==> src/rtl/nrisc_pkg.sv <==
// Shared constants for the NRISC core: datapath widths and stack operation encoding.
package nrisc_pkg;

    localparam int NRISC_TAM    = 16;
    localparam int NRISC_FLAG_W = 3;

    typedef enum logic [1:0] {
        STK_IDLE = 2'b00,
        STK_PUSH = 2'b01,
        STK_POP  = 2'b10,
        STK_REPL = 2'b11
    } stk_op_e;

endpackage

==> src/rtl/nrisc_stack_mem.sv <==
// Stack storage: DEPTH x W register array, one synchronous write port, one asynchronous read port.
module nrisc_stack_mem #(
    parameter int W     = 19,
    parameter int DEPTH = 8
) (
    input  logic                     clk,
    input  logic                     wr_en,
    input  logic [$clog2(DEPTH)-1:0] wr_addr,
    input  logic [W-1:0]             wr_data,
    input  logic [$clog2(DEPTH)-1:0] rd_addr,
    output logic [W-1:0]             rd_data
);

    logic [W-1:0] mem_q [DEPTH];
    logic [W-1:0] mem_d [DEPTH];

    always_comb begin
        mem_d = mem_q;
        if (wr_en) begin
            mem_d[wr_addr] = wr_data;
        end
    end

    // Contents are deliberately not reset; entries above the pointer are never observed.
    always_ff @(posedge clk) begin
        mem_q <= mem_d;
    end

    assign rd_data = mem_q[rd_addr];

endmodule

==> src/rtl/nrisc_stack.sv <==
// Return-address/flag LIFO for the NRISC core with sticky overflow/underflow status.
// Flag storage per entry is built only when NRISC_STACK_FLAGS_EN is defined.
module nrisc_stack
    import nrisc_pkg::*;
#(
    parameter int TAM    = NRISC_TAM,
    parameter int DEPTH  = 8,
    parameter int FLAG_W = NRISC_FLAG_W
) (
    input  logic                       clk,
    input  logic                       rst,
    input  logic [1:0]                 STACK_ctrl,
    input  logic [TAM-1:0]             STACK_PC_in,
    input  logic [FLAG_W-1:0]          STACK_FLAGS_in,
    output logic [TAM-1:0]             STACK_OUT,
    output logic [FLAG_W-1:0]          STACK_FLAGS,
    output logic [$clog2(DEPTH+1)-1:0] STACK_count,
    output logic                       STACK_full,
    output logic                       STACK_empty,
    output logic                       STACK_ovf,
    output logic                       STACK_unf
);

    localparam int CW = $clog2(DEPTH + 1);
    localparam int AW = $clog2(DEPTH);

`ifdef NRISC_STACK_FLAGS_EN
    localparam int MEM_W = TAM + FLAG_W;
`else
    localparam int MEM_W = TAM;
`endif

    logic [CW-1:0]    count_q, count_d;
    logic             ovf_q, ovf_d;
    logic             unf_q, unf_d;
    logic             full, empty;
    logic [AW-1:0]    top_idx, push_idx;
    logic             wr_en;
    logic [AW-1:0]    wr_addr;
    logic [MEM_W-1:0] wr_data;
    logic [MEM_W-1:0] rd_data;

    assign full     = (count_q == CW'(DEPTH));
    assign empty    = (count_q == '0);
    assign top_idx  = AW'(count_q - CW'(1));
    assign push_idx = AW'(count_q);

`ifdef NRISC_STACK_FLAGS_EN
    assign wr_data = {STACK_PC_in, STACK_FLAGS_in};
`else
    assign wr_data = STACK_PC_in;
    logic unused_flags_in;
    assign unused_flags_in = ^STACK_FLAGS_in;
`endif

    always_comb begin
        count_d = count_q;
        ovf_d   = ovf_q;
        unf_d   = unf_q;
        wr_en   = 1'b0;
        wr_addr = top_idx;
        unique case (stk_op_e'(STACK_ctrl))
            STK_PUSH: begin
                if (full) begin
                    ovf_d = 1'b1;
                end else begin
                    wr_en   = 1'b1;
                    wr_addr = push_idx;
                    count_d = count_q + CW'(1);
                end
            end
            STK_POP: begin
                if (empty) begin
                    unf_d = 1'b1;
                end else begin
                    count_d = count_q - CW'(1);
                end
            end
            STK_REPL: begin
                // Replace on an empty stack degrades to a push so ret-then-call never loses the address.
                wr_en = 1'b1;
                if (empty) begin
                    wr_addr = push_idx;
                    count_d = count_q + CW'(1);
                end
            end
            default: ;
        endcase
        if (rst) begin
            wr_en = 1'b0;
        end
    end

    always_ff @(posedge clk) begin
        if (rst) begin
            count_q <= '0;
            ovf_q   <= 1'b0;
            unf_q   <= 1'b0;
        end else begin
            count_q <= count_d;
            ovf_q   <= ovf_d;
            unf_q   <= unf_d;
        end
    end

    nrisc_stack_mem #(
        .W     (MEM_W),
        .DEPTH (DEPTH)
    ) u_mem (
        .clk     (clk),
        .wr_en   (wr_en),
        .wr_addr (wr_addr),
        .wr_data (wr_data),
        .rd_addr (top_idx),
        .rd_data (rd_data)
    );

`ifdef NRISC_STACK_FLAGS_EN
    assign STACK_OUT   = empty ? '0 : rd_data[MEM_W-1:FLAG_W];
    assign STACK_FLAGS = empty ? '0 : rd_data[FLAG_W-1:0];
`else
    assign STACK_OUT   = empty ? '0 : rd_data;
    assign STACK_FLAGS = '0;
`endif

    assign STACK_count = count_q;
    assign STACK_full  = full;
    assign STACK_empty = empty;
    assign STACK_ovf   = ovf_q;
    assign STACK_unf   = unf_q;

endmodule
==> config.mk <==
export PLATFORM = sky130hd
export DESIGN_NAME = nrisc_stack
export DESIGN_NICKNAME = d
export VERILOG_FILES = /design/src/rtl/nrisc_pkg.sv /design/src/rtl/nrisc_stack_mem.sv /design/src/rtl/nrisc_stack.sv
export SDC_FILE = /design/constraint.sdc
export NUM_CORES = 1
export LEC_CHECK = 0
export ABC_AREA = 1
export BUFFER_PORTS_ARGS = -buffer_cell sky130_fd_sc_hd__buf_2
export CORE_MARGIN = 4
export CORE_UTILIZATION = 60
export CTS_CLUSTER_DIAMETER = 50
export DETAILED_ROUTE_END_ITERATION = 10
export PLACE_DENSITY_LB_ADDON = 0.1
export SYNTH_ARGS = -nofsm -noshare
export SYNTH_HDL_FRONTEND = slang
export SYNTH_HIERARCHICAL = 1
export SYNTH_SLANG_ARGS = --single-unit
==> constraint.sdc <==
create_clock -name clk -period 4.5 [get_ports clk]
set_input_delay 0.9 -clock clk [delete_from_list [all_inputs] [get_ports clk]]
set_output_delay 0.9 -clock clk [all_outputs]
set_load 0.02 [all_outputs]
==> qor.csv <==
metric,value,unit
max_slew_margin,24.21,%
swShare,32.88,%
syn_inst,692,
syn_avg_cell_area,9.212,um^2
p_per_area,541.5,mW/mm^2
nFillCells,758,
hp-class,reg -> reg,
final_common_cell,nand2_1,
placed_cell_area,0.006665,mm^2
ir_drop,0.0002955,V
rsz0062_at_grt,false,
max_cap_viol_count,0,
drive_above_1_share,13.15,%
setup_tns,0,ns
grt_first_pass_wirelength,20.36,mm
cts_inserted_buffers,17,
fp.dieW,111.1,um
cts_setup_buffers,0,
antenna_cells,0,
yosys_register_bits,134,
cp.required,3.60,ns
grt_pass1_vias,4321,
status,finished clean,
worstSetupStartpointType,flip-flop,
finClkSkew,0.005342,ns
place_inst,857,
critPathMaxFanout,29,
p_int,2627,uW
hold_path_depth,2,
clk_latency,0.51,ns
seq_power_share,37.5,%
holdWs,0.4716,ns
post-route-period-util,85.66,%
period_needed,3.855,ns
comb_power_share,29.3,%
area_growth,13.37,%
yosys.cell_types.count,26,
clkSinkCount,134,
cts.path.max_buffers,2,
start_util,61.75,%
drv_slew,0,
leakage,0.003481,uW
syn_area,0.006375,mm^2
ios,50,
worstMarginPinSlew,1.135,ns
wl_per_cell,14.05,um
viasPerCell,4.929,
grt_overflow_total,0,
gp_congestion,0.8112,
clock.fmax,259.4,MHz
setup_viol,0,
reg2reg_depth,10,
io_buffers,43,
crit_arrival,2.95,ns
clockRootBuffer,clkbuf_8,
die_h,111.1,um
dr.pass1.iters,5,
cts_resized,0,
yosysWarningCount,6,
grt_max_degree,65,
stdcell_count,889,
final_core_util,70.00,%
dieArea,0.01234,mm^2
placementRows,37,
drc_errors,0,
stdcell_area,0.007227,mm^2
cp-end-kind,primary output,
clkTransAtPathRegs,0.05,ns
power.switching,1287,uW
finalNetCount,766,
hpwl,7.474,mm
grt_use_total,21.24,%
htreeDepth,4,
antenna_found_initial,0,
path_class,reg -> out,
power_frac_clock,33.2,%
layout_common_cells,"231 x nand2_1, 156 x inv_1, 128 x edfxtp_1, 69 x nand3_1, 43 x buf_2",
cts_hold_buf,0,
postRouteAntennaNets,0,
cts_tree,built,
vias,4382,
drt_wl_total,12.49,mm
finalHoldViolCount,0,
yosysSeqAreaShare,62.18,%
core_area,0.01032,mm^2
drt-initial-drc-count,286,
-- sequential cells by signal (all words and copies together) (netlist names) --
name         cells
STACK_ovf        1
u_mem/mem_q    128
STACK_count      4
STACK_unf        1
-- Yosys cell counts, drive strengths merged --
cell | n | share of area, %
nand2 | 235 | 14
inv | 161 | 9.5
edfxtp | 128 | 60
nand3 | 70 | 5.6
nor2 | 43 | 2.9
buf | 29 | 3.3
dfxtp | 6 | 1.9
o21ai | 6 | 0.47
a21oi | 4 | 0.49
ha | 3 | 0.59
xor2 | 3 | 0.41
conb | 1 | 0.059
nand4 | 1 | 0.098
o22ai | 1 | 0.098
xnor2 | 1 | 0.14
-- cells by family (layout without fill, tap and decap cells) --
kind of cell,after synthesis,count (layout),share of synthesized area (%)
simple gates,349,349,22.71
buf+inv,190,249,12.86
flops,134,134,62.18
compound gates,11,11,1.060
xor+xnor,4,4,0.5497
fa+ha+maj,3,3,0.5889
other cells,1,3,0.05882
-- final cells by class --
class                   count  area [um^2]  area share, %
flip-flops and latches    134         3964          54.85
multi-input cells         370         1599          22.13
inverters                 161        606.8          8.397
clock buffers              21        429.2          5.938
repair buffers             56        325.3          4.501
well taps                 136        170.2          2.355
clock inverters            11        132.6          1.835
-- worst max-delay path, stage by stage (launching register included) --
cell and delay [ns]:
dfxtp_1 0.43, inv_2 0.06, buf_4 0.24, ha_1 0.33, inv_1 0.05, inv_1 0.45
buf_12 0.24, nand3_1 0.11, nand2_1 0.08, nand2_1 0.05, nand2_1 0.09, inv_1 0.04
nor2_1 0.09, buf_2 0.17
-- worst paths after layout --
check                 start  slack, ns         endpoint
max          STACK_count[0]       0.65     STACK_OUT[2]
min               STACK_ovf       0.47        STACK_ovf
min reg2reg       STACK_ovf       0.47        STACK_ovf
max reg2reg  STACK_count[1]       1.51  u_mem/mem_q[76]
-- layer usage --
metal	GRT usage [%]	vias to the layer above	wire (um)
li1	-	2214	-
met1	25.59	2019	5290
met2	36.61	126	6248
met3	5.459	23	715
met4	8.435	0	233
met5	0	-	0
-- power groups by stage --
stage          Combinational, uW  Sequential [uW]  Clock (uW)
2_1_floorplan                857             1490           0
3_3_place_gp                1130             1490           0
3_5_place_dp                1150             1490           0
4_1_cts                     1150             1470        1320
5_1_grt                     1280             1470        1380
6_report                    1150             1470        1300
-- per-stage QoR --
stage | power, uW | worst slack, ns
2_1_floorplan | 2349 | 1.438
3_3_place_gp | 2616 | 1.228
3_5_place_dp | 2636 | 1.180
4_1_cts | 3938 | 0.6446
5_1_grt | 4137 | 0.4066
6_report | 3913 | 0.6451
No activity file was read; power rests on OpenSTA's default activity.
